[src/rtl/traffic_light_ctrl.sv]
// Traffic light controller: green/yellow/red sequencing with a seconds countdown,
// pedestrian shortening of green, and a night-time flashing-yellow mode.
module traffic_light_ctrl #(
  parameter int unsigned TICKS_PER_SEC = 10000,
  parameter int unsigned GREEN_SEC     = 15,
  parameter int unsigned YELLOW_SEC    = 3,
  parameter int unsigned RED_SEC       = 10,
  parameter int unsigned PED_MIN_SEC   = 5
) (
  input  logic       clk_div_10000hz,
  input  logic       rst_n,
  input  logic       ped_req,
  input  logic       night_mode,
  output logic [1:0] state,
  output logic [3:0] sec_tens,
  output logic [3:0] sec_ones,
  output logic       ped_ack
);

  localparam int unsigned TICK_W = (TICKS_PER_SEC > 1) ? $clog2(TICKS_PER_SEC) : 1;
  localparam int unsigned REM_W  = 7;
  localparam int unsigned DIG_W  = 4;

  localparam logic [TICK_W-1:0] TICK_LAST = TICK_W'(TICKS_PER_SEC - 1);

  localparam logic [REM_W-1:0] GREEN_REM   = REM_W'(GREEN_SEC);
  localparam logic [REM_W-1:0] YELLOW_REM  = REM_W'(YELLOW_SEC);
  localparam logic [REM_W-1:0] RED_REM     = REM_W'(RED_SEC);
  localparam logic [REM_W-1:0] PED_MIN_REM = REM_W'(PED_MIN_SEC);

  localparam logic [DIG_W-1:0] RED_TENS = DIG_W'(RED_SEC / 10);
  localparam logic [DIG_W-1:0] RED_ONES = DIG_W'(RED_SEC % 10);

  // FSM states
  localparam logic [1:0] S_GREEN  = 2'd0;
  localparam logic [1:0] S_YELLOW = 2'd1;
  localparam logic [1:0] S_RED    = 2'd2;
  localparam logic [1:0] S_FLASH  = 2'd3;

  // Light codes shown on the display
  localparam logic [1:0] L_RED    = 2'b00;
  localparam logic [1:0] L_YELLOW = 2'b01;
  localparam logic [1:0] L_GREEN  = 2'b10;
  localparam logic [1:0] L_NONE   = 2'b11;

  logic [TICK_W-1:0] tick_q, tick_d;
  logic [1:0]        fsm_q, fsm_d;
  logic [REM_W-1:0]  rem_q, rem_d;
  logic [1:0]        light_q, light_d;
  logic [DIG_W-1:0]  tens_q, tens_d;
  logic [DIG_W-1:0]  ones_q, ones_d;
  logic              ack_q, ack_d;
  logic              ped_prev_q, ped_prev_d;

  logic sec_pulse_c;
  logic ped_edge_c;

  assign sec_pulse_c = (tick_q == TICK_LAST);
  assign ped_edge_c  = ped_req & ~ped_prev_q;

  // State, counters and registered outputs
  always_ff @(posedge clk_div_10000hz or negedge rst_n) begin
    if (!rst_n) begin
      tick_q     <= '0;
      fsm_q      <= S_RED;
      rem_q      <= RED_REM;
      light_q    <= L_RED;
      tens_q     <= RED_TENS;
      ones_q     <= RED_ONES;
      ack_q      <= 1'b0;
      ped_prev_q <= 1'b0;
    end else begin
      tick_q     <= tick_d;
      fsm_q      <= fsm_d;
      rem_q      <= rem_d;
      light_q    <= light_d;
      tens_q     <= tens_d;
      ones_q     <= ones_d;
      ack_q      <= ack_d;
      ped_prev_q <= ped_prev_d;
    end
  end

  // Next-state: night mode first, then phase expiry, then countdown and pedestrian shortening
  always_comb begin
    fsm_d      = fsm_q;
    rem_d      = rem_q;
    light_d    = light_q;
    ack_d      = 1'b0;
    ped_prev_d = ped_req;
    tick_d     = sec_pulse_c ? '0 : tick_q + TICK_W'(1);

    case (fsm_q)
      S_FLASH: begin
        if (!night_mode) begin
          fsm_d   = S_RED;
          rem_d   = RED_REM;
          light_d = L_RED;
          tick_d  = '0;
        end else if (sec_pulse_c) begin
          light_d = (light_q == L_YELLOW) ? L_NONE : L_YELLOW;
        end
      end
      default: begin
        if (night_mode) begin
          fsm_d   = S_FLASH;
          rem_d   = '0;
          light_d = L_YELLOW;
          tick_d  = '0;
        end else if (sec_pulse_c && (rem_q == REM_W'(1))) begin
          // Expiry wins over a coincident pedestrian edge
          case (fsm_q)
            S_GREEN: begin
              fsm_d   = S_YELLOW;
              rem_d   = YELLOW_REM;
              light_d = L_YELLOW;
            end
            S_YELLOW: begin
              fsm_d   = S_RED;
              rem_d   = RED_REM;
              light_d = L_RED;
            end
            default: begin
              fsm_d   = S_GREEN;
              rem_d   = GREEN_REM;
              light_d = L_GREEN;
            end
          endcase
        end else begin
          if (sec_pulse_c) begin
            rem_d = rem_q - REM_W'(1);
          end
          if ((fsm_q == S_GREEN) && ped_edge_c) begin
            ack_d = 1'b1;
            if (rem_q > PED_MIN_REM) begin
              rem_d = PED_MIN_REM;
            end
          end
        end
      end
    endcase

    tens_d = DIG_W'(rem_d / REM_W'(10));
    ones_d = DIG_W'(rem_d % REM_W'(10));
  end

  assign state    = light_q;
  assign sec_tens = tens_q;
  assign sec_ones = ones_q;
  assign ped_ack  = ack_q;

endmodule

[config.mk]
export PLATFORM = sky130hd
export DESIGN_NAME = traffic_light_ctrl
export DESIGN_NICKNAME = d
export VERILOG_FILES = /design/src/rtl/traffic_light_ctrl.sv
export SDC_FILE = /design/constraint.sdc
export NUM_CORES = 1
export LEC_CHECK = 0
export CORE_MARGIN = 2
export CORE_UTILIZATION = 30
export CTS_CLUSTER_SIZE = 14
export DETAILED_ROUTE_END_ITERATION = 7
export GPL_ROUTABILITY_DRIVEN = 0
export GPL_TIMING_DRIVEN = 0
export PLACE_DENSITY = 0.53
export REMOVE_ABC_BUFFERS = 1
export SLEW_MARGIN = 20
export SYNTH_ARGS = -nofsm -noshare
export SYNTH_HDL_FRONTEND = slang
export SYNTH_SLANG_ARGS = --single-unit
export TNS_END_PERCENT = 10
[constraint.sdc]
create_clock -name clk_div_10000hz -period 3.61 [get_ports clk_div_10000hz]
set_clock_uncertainty 0.1 [all_clocks]
set_input_delay 0.722 -clock clk_div_10000hz [delete_from_list [all_inputs] [get_ports clk_div_10000hz]]
set_output_delay 0.722 -clock clk_div_10000hz [all_outputs]
set_load 0.01 [all_outputs]
==> results.json, run 1 <==
{
  "drtIter0Drc": 244,
  "grt-ovfl-total": 0,
  "comb_power_share_pct": 13.3,
  "routedWlPerCell_um": 14.3,
  "path_clk_slew_ns": 0.08,
  "async_flop_share_pct": 100,
  "drc_errors": 0,
  "hold_viol": 0,
  "final_cell_mix": "30 x dfrtp_1, 28 x nor2_1, 22 x nand2_1, 13 x inv_1, 13 x o21ai_0",
  "p_sw_uw": 240,
  "syn_area_per_cell_um2": 8.82,
  "synth_cells": 250,
  "n_antenna_cell": 0,
  "numCtsBuffers": 5,
  "grt_pass1_wl_mm": 8.98,
  "ys_seq_area_share_pct": 38.8,
  "wl_mm": 5.25,
  "die_area_um2": 8050,
  "p_clk_share_pct": 44.5,
  "rsz0062_at_grt": "no",
  "grt_usage_pct": 13.5,
  "worstMarginPinSlew_ns": 0.536,
  "grt_pass1_vias": 1884,
  "critPathMaxFanout": 10,
  "die_h_um": 89.7,
  "holdWs_ns": 0.170,
  "cp-end-kind": "register",
  "final.period_utilization_pct": 94.9,
  "portBuffers": 14,
  "synth_area_um2": 2200,
  "fmax_mhz": 292,
  "fin_crit_ns": 3.43,
  "holdBufCountCts": 0,
  "first_pass_iters": 4,
  "setup_viol": 0,
  "grt_max_degree": 27,
  "arrival_ns": 3.53,
  "p_int_uw": 735,
  "p_seq_share_pct": 42.2,
  "placed_area_um2": 2420,
  "ioPinCount": 15,
  "die_w_um": 89.7,
  "cts.path.max_buffers": 2,
  "syn_to_final_growth_pct": 22.4,
  "synth_edf_count": 0,
  "dp_hpwl_mm": 3.63,
  "hold_path.class": "in2async",
  "fin_area_um2": 2700,
  "layout_commonest_cell": "dfrtp_1",
  "clk_latency_ns": 0.29,
  "placementRows": 31,
  "ys.flop_type": "dfrtp_1",
  "maxCapViolations": 0,
  "layout-drive-gt1-share_pct": 18.6,
  "synth-warning-count": 0,
  "final_antenna_net_count": 0,
  "cts_num_sinks": 34,
  "h-tree-depth": 2,
  "core-area_um2": 7180,
  "yosysUniqueCellTypes": 57,
  "ys_seq_elements": 34,
  "power.density_nw_per_um2": 362,
  "cts_tree": "done",
  "worstPathRequired_ns": 3.71,
  "irDropWorstVdd_v": 0.000121,
  "cts_root_buf": "clkbuf_8",
  "fill_cells": 746,
  "slew-limit-headroom_pct": 64.1,
  "critPathLaunchType": "register",
  "antenna_found_initial": 0,
  "vias": 1901,
  "leakagePower_nw": 1.08,
  "num-nets-final": 276,
  "routed_via_density": 5.17,
  "initial_core_util_pct": 30.7,
  "report.final.slew_viol_count": 0,
  "critPathKind": "reg2reg",
  "outcome": "complete, no violations",
  "p_sw_share_pct": 24.6
}
-- critical path, cell delays in order, from the launching register on --
cell,delay [ns]
dfrtp_1,0.49
nor2_1,0.31
nand3_1,0.22
nor4_4,0.43
nor4_1,0.14
or4_4,0.54
buf_6,0.15
or3_4,0.34
a21oi_4,0.18
a211oi_4,0.08
a21o_1,0.18
a32oi_1,0.18
-- sequential cells by signal, summed over array words and instances, names as in the netlist --
signal      flops
tick_q         14
sec_tens        4
state           2
fsm_q           2
rem_q           6
sec_ones        4
ped_ack         1
ped_prev_q      1
-- through the flow --
step / power [mW] / utilization, % / std cells / setup WS (ns) / TNS [ns]
final: 0.976 / 37.6 / 368 / 0.183 / 0
after global routing: 1.02 / 37.6 / 368 / 0.0331 / 0
after detailed placement: 0.536 / 33.8 / 352 / -0.628 / -2.28
after global placement: 0.533 / 33.5 / 350 / -0.623 / -2.27
after CTS: 0.978 / 36.7 / 367 / 0.00597 / 0
after floorplan: 0.483 / - / 237 / 0.0884 / 0
-- layout make-up --
class | instances | area [µm²] | share of cell area [%]
inverters | 16 | 60.1 | 2.23
well taps | 99 | 124 | 4.59
flip-flops and latches | 34 | 856 | 31.7
clock buffers | 5 | 68.8 | 2.55
repair buffers | 24 | 228 | 8.44
clock inverters | 3 | 68.8 | 2.55
multi-input cells | 187 | 1290 | 47.9
-- power groups by stage --
stage	combinational, mW	clock (mW)	sequential, mW
6_report	0.130	0.434	0.412
3_5_place_dp	0.117	0	0.419
5_1_grt	0.144	0.463	0.414
3_3_place_gp	0.114	0	0.419
4_1_cts	0.123	0.444	0.412
2_1_floorplan	0.0619	0	0.422
-- cell usage after synthesis (2+ instances only) --
master,n,area [µm²]
or2_2,3,18.8
inv_1,14,52.6
nor3_1,6,30.0
clkbuf_1,5,18.8
nand2b_1,2,12.5
and3_1,3,18.8
a211oi_1,6,45.0
mux2i_1,2,20.0
o311a_1,2,20.0
nor4_1,3,18.8
xor2_1,4,35.0
nand4_1,5,31.3
dfrtp_1,30,751
xnor2_1,8,70.1
dfstp_2,4,105
and4_1,2,17.5
nor2_1,28,105
nand3_1,9,45.0
o211ai_1,4,30.0
ha_1,4,50.1
o31ai_1,6,45.0
inv_2,2,7.51
a221oi_1,2,17.5
a31oi_1,2,12.5
buf_2,6,30.0
and4bb_2,2,25.0
nand2_1,22,82.6
o21a_1,4,30.0
or4_1,5,37.5
or3_1,4,25.0
o21ai_0,16,80.1
a21oi_1,10,50.1
-- kinds of logic after synthesis --
logic type,count (synthesis),share of synthesized area [%]
AO/OA/AOI/OAI,68,22.0
AND/OR/NAND/NOR,101,25.4
flip-flops,34,38.8
buffers and inverters,29,5.79
multiplexers,2,0.908
adder cells (fa/ha/maj),4,2.27
XOR/XNOR,12,4.77
-- final timing paths --
check,from,end,slack (ns),cells past startpoint
worst max-delay path,rem_q[4],sec_ones[2],0.18,11
worst min-delay path,rst_n,tick_q[1],0.17,1
worst max register to register,rem_q[4],sec_ones[2],0.18,11
worst min register to register,tick_q[0],tick_q[0],0.36,1
max in group asynchronous,rst_n,rem_q[3],2.76,2
min in group clk_div_10000hz,tick_q[0],tick_q[0],0.36,1
-- layer usage --
| metal | wire (µm) | GRT usage (%) |
|---|---|---|
| met1 | 2530 | 18.4 |
| met2 | 2360 | 21.3 |
| met3 | 256 | 2.68 |
| met4 | 111 | 5.00 |
| met5 | 0 | 0 |
-- repair_timing --
action                                  in CTS  in global routing
setup buffers                                7                  1
endpoints found under the setup margin       4                  4
resized for setup                            6                 16
pin swaps                                    5                  7
Power figures use the tool's default switching activity.
==> run 2, diff against run 1 <==
--- a/config.mk
+++ b/config.mk
@@ -5,13 +5,13 @@
 export SDC_FILE = /design/constraint.sdc
 export NUM_CORES = 1
 export LEC_CHECK = 0
-export CORE_MARGIN = 2
+export CORE_MARGIN = 5
 export CORE_UTILIZATION = 30
 export CTS_CLUSTER_SIZE = 14
 export DETAILED_ROUTE_END_ITERATION = 7
 export GPL_ROUTABILITY_DRIVEN = 0
 export GPL_TIMING_DRIVEN = 0
-export PLACE_DENSITY = 0.53
+export PLACE_DENSITY = 0.51
 export REMOVE_ABC_BUFFERS = 1
 export SLEW_MARGIN = 20
 export SYNTH_ARGS = -nofsm -noshare
==> constraint.sdc (replaced) <==
create_clock -name clk_div_10000hz -period 3.9 [get_ports clk_div_10000hz]
set_clock_uncertainty 0.1 [all_clocks]
set_input_delay 0.78 -clock clk_div_10000hz [delete_from_list [all_inputs] [get_ports clk_div_10000hz]]
set_output_delay 0.78 -clock clk_div_10000hz [all_outputs]
set_load 0.01 [all_outputs]
==> results.json, run 2 (same netlist as run 1, synthesis figures left out) <==
{
  "outcome": "complete, no violations",
  "cp-end-kind": "register",
  "hold_viol": 0,
  "die_h_um": 95.7,
  "final_util_pct": 35.5,
  "layout-drive-gt1-share_pct": 13.6,
  "die_area_um2": 9160,
  "placed_area_um2": 2430,
  "grt_usage_pct": 11.5,
  "critPathLaunchType": "input pin",
  "fill_cells": 795,
  "p_seq_share_pct": 50.2,
  "arrival_ns": 3.89,
  "p_int_uw": 547,
  "largest_register_ffs": 14,
  "placementRows": 31,
  "critPathKind": "in2reg",
  "critPathMaxFanout": 7,
  "top_regs": "tick_q x14, rem_q x6",
  "fin_area_um2": 2560,
  "report.final.slew_viol_count": 0,
  "n_antenna_cell": 0,
  "cts.path.max_buffers": 2,
  "setup_viol": 0,
  "max_stage_delay_ns": 0.60,
  "ioPinCount": 15,
  "regToRegSetupSlack_ns": 0.34,
  "routed_via_density": 5.26,
  "antenna_found_initial": 0,
  "clk_latency_ns": 0.29,
  "power_uw": 758,
  "final_antenna_net_count": 0,
  "syn_to_final_growth_pct": 16.1,
  "numCtsBuffers": 5,
  "cts_tree": "done",
  "reg2reg_depth": 13,
  "worstReg2RegEnd": "sec_ones[2]",
  "irDropWorstVdd_v": 0.000147,
  "critical-path-slowest-cell": "or4_4",
  "wl_mm": 5.05,
  "p_sw_share_pct": 27.9,
  "timing.rr.start": "tick_q[0]",
  "grt-ovfl-total": 0,
  "worstMarginPinSlew_ns": 0.518,
  "final_cell_mix": "30 x dfrtp_1, 28 x nor2_1, 22 x nand2_1, 15 x o21ai_0, 14 x inv_1",
  "final.period_utilization_pct": 96.9,
  "grt_max_degree": 23,
  "p_sw_uw": 212,
  "routedWlPerCell_um": 13.9,
  "layout_commonest_cell": "dfrtp_1",
  "first_pass_iters": 4,
  "crit_family": "simple AND/OR/NAND/NOR gates",
  "worstPathRequired_ns": 4.01,
  "holdBufCountCts": 0,
  "core-area_um2": 7210,
  "drtIter0Drc": 103,
  "portBuffers": 14,
  "initial_core_util_pct": 30.6,
  "die_w_um": 95.7,
  "dpl.cell_count": 352,
  "setup_ws_ns": 0.123,
  "comb_power_share_pct": 14.8,
  "cts_root_buf": "clkbuf_8",
  "path_buf_inv": 2,
  "fmax_mhz": 265,
  "fin_tns_setup_ns": 0,
  "slew-limit-headroom_pct": 65.4,
  "cts_num_sinks": 34,
  "final_cells": 364,
  "max_flop_register": "tick_q",
  "path_clk_slew_ns": 0.08,
  "rsz0062_at_grt": "no",
  "hold_path.class": "in2async",
  "post-place-ws_ns": -0.403,
  "fin_crit_ns": 3.78,
  "drc_errors": 0,
  "leakagePower_nw": 1.02,
  "p_clk_share_pct": 35.0,
  "maxCapViolations": 0,
  "grt_pass1_wl_mm": 8.31,
  "num-nets-final": 272,
  "grt_pass1_vias": 1720,
  "h-tree-depth": 2,
  "cp_cell_sequence": "clkdlybuf4s50_1 -> or4b_4 -> o21ai_4 -> nor4_1 -> or4_4 -> nand2b_1 -> o21ai_0 -> a22o_1 -> inv_1 -> ha_1 -> a21o_1 -> a32oi_1",
  "power.density_nw_per_um2": 296,
  "holdWs_ns": 0.283,
  "vias": 1913,
  "dp_hpwl_mm": 3.71
}
==> run 2: changes by cell type in the layout (fill, tap and decap cells not counted), moves of 2 or more <==
| cell | before | now |
|---|---|---|
| buf_4 | 8 | 5 |
| o21ai_1 | 4 | 2 |
| ha_1 | 2 | 4 |
| o21ai_0 | 13 | 15 |
| bufinv_16 | 2 | 0 |
| clkdlybuf4s50_1 | 11 | 13 |
==> run 2: power groups by stage <==
stage | Sequential [mW] | Clock [mW] | Combinational, mW
after floorplan | 0.390 | 0 | 0.0573
after CTS | 0.380 | 0.275 | 0.111
after detailed placement | 0.388 | 0 | 0.110
final | 0.381 | 0.265 | 0.112
after global placement | 0.388 | 0 | 0.105
after global routing | 0.383 | 0.291 | 0.124
==> run 2: area by class of cell <==
cell class | instances | area [µm²] | share of cell area (%)
tap | 99 | 124 | 4.84
clock inverter | 2 | 13.8 | 0.538
multi-input combinational | 187 | 1230 | 48.2
inverter | 16 | 60.1 | 2.35
clock buffer | 6 | 72.6 | 2.83
sequential | 34 | 856 | 33.4
timing repair buffer | 20 | 200 | 7.82
==> run 2: how the worst max path moves through the flow <==
| stage | start | end | slack [ns] | cells past startpoint |
|---|---|---|---|---|
| finish | ped_req | sec_ones[2] | 0.12 | 12 |
| global route | ped_req | sec_ones[2] | 0.04 | 12 |
| CTS | ped_req | sec_ones[2] | 0.01 | 12 |
| detailed placement | ped_req | sec_ones[1] | -0.40 | 12 |
| global placement | ped_req | sec_ones[2] | -0.39 | 12 |
| floorplan | tick_q[0] | sec_ones[1] | 0.38 | 13 |
==> run 2: repair_timing <==
item,in CTS,in global routing
gates resized for setup,3,1
endpoints found under the setup margin,4,4
pin swaps,2,3
setup buffers,1,3
==> run 2: worst register-to-register path: cells and delay by family, from the launching register on <==
family	cells	cell delay (ns)
compound gates	4	0.72
simple gates	6	1.83
fa+ha+maj	2	0.42
flops	1	0.37
buf+inv	1	0.06
==> run 2: metal layers <==
| layer | GRT usage, % | vias up | routed length (µm) |
|---|---|---|---|
| met5 | 0 | - | 0 |
| met4 | 4.38 | 0 | 71 |
| met3 | 2.89 | 6 | 269 |
| met2 | 17.0 | 48 | 2170 |
| met1 | 16.0 | 920 | 2540 |
| li1 | - | 939 | - |
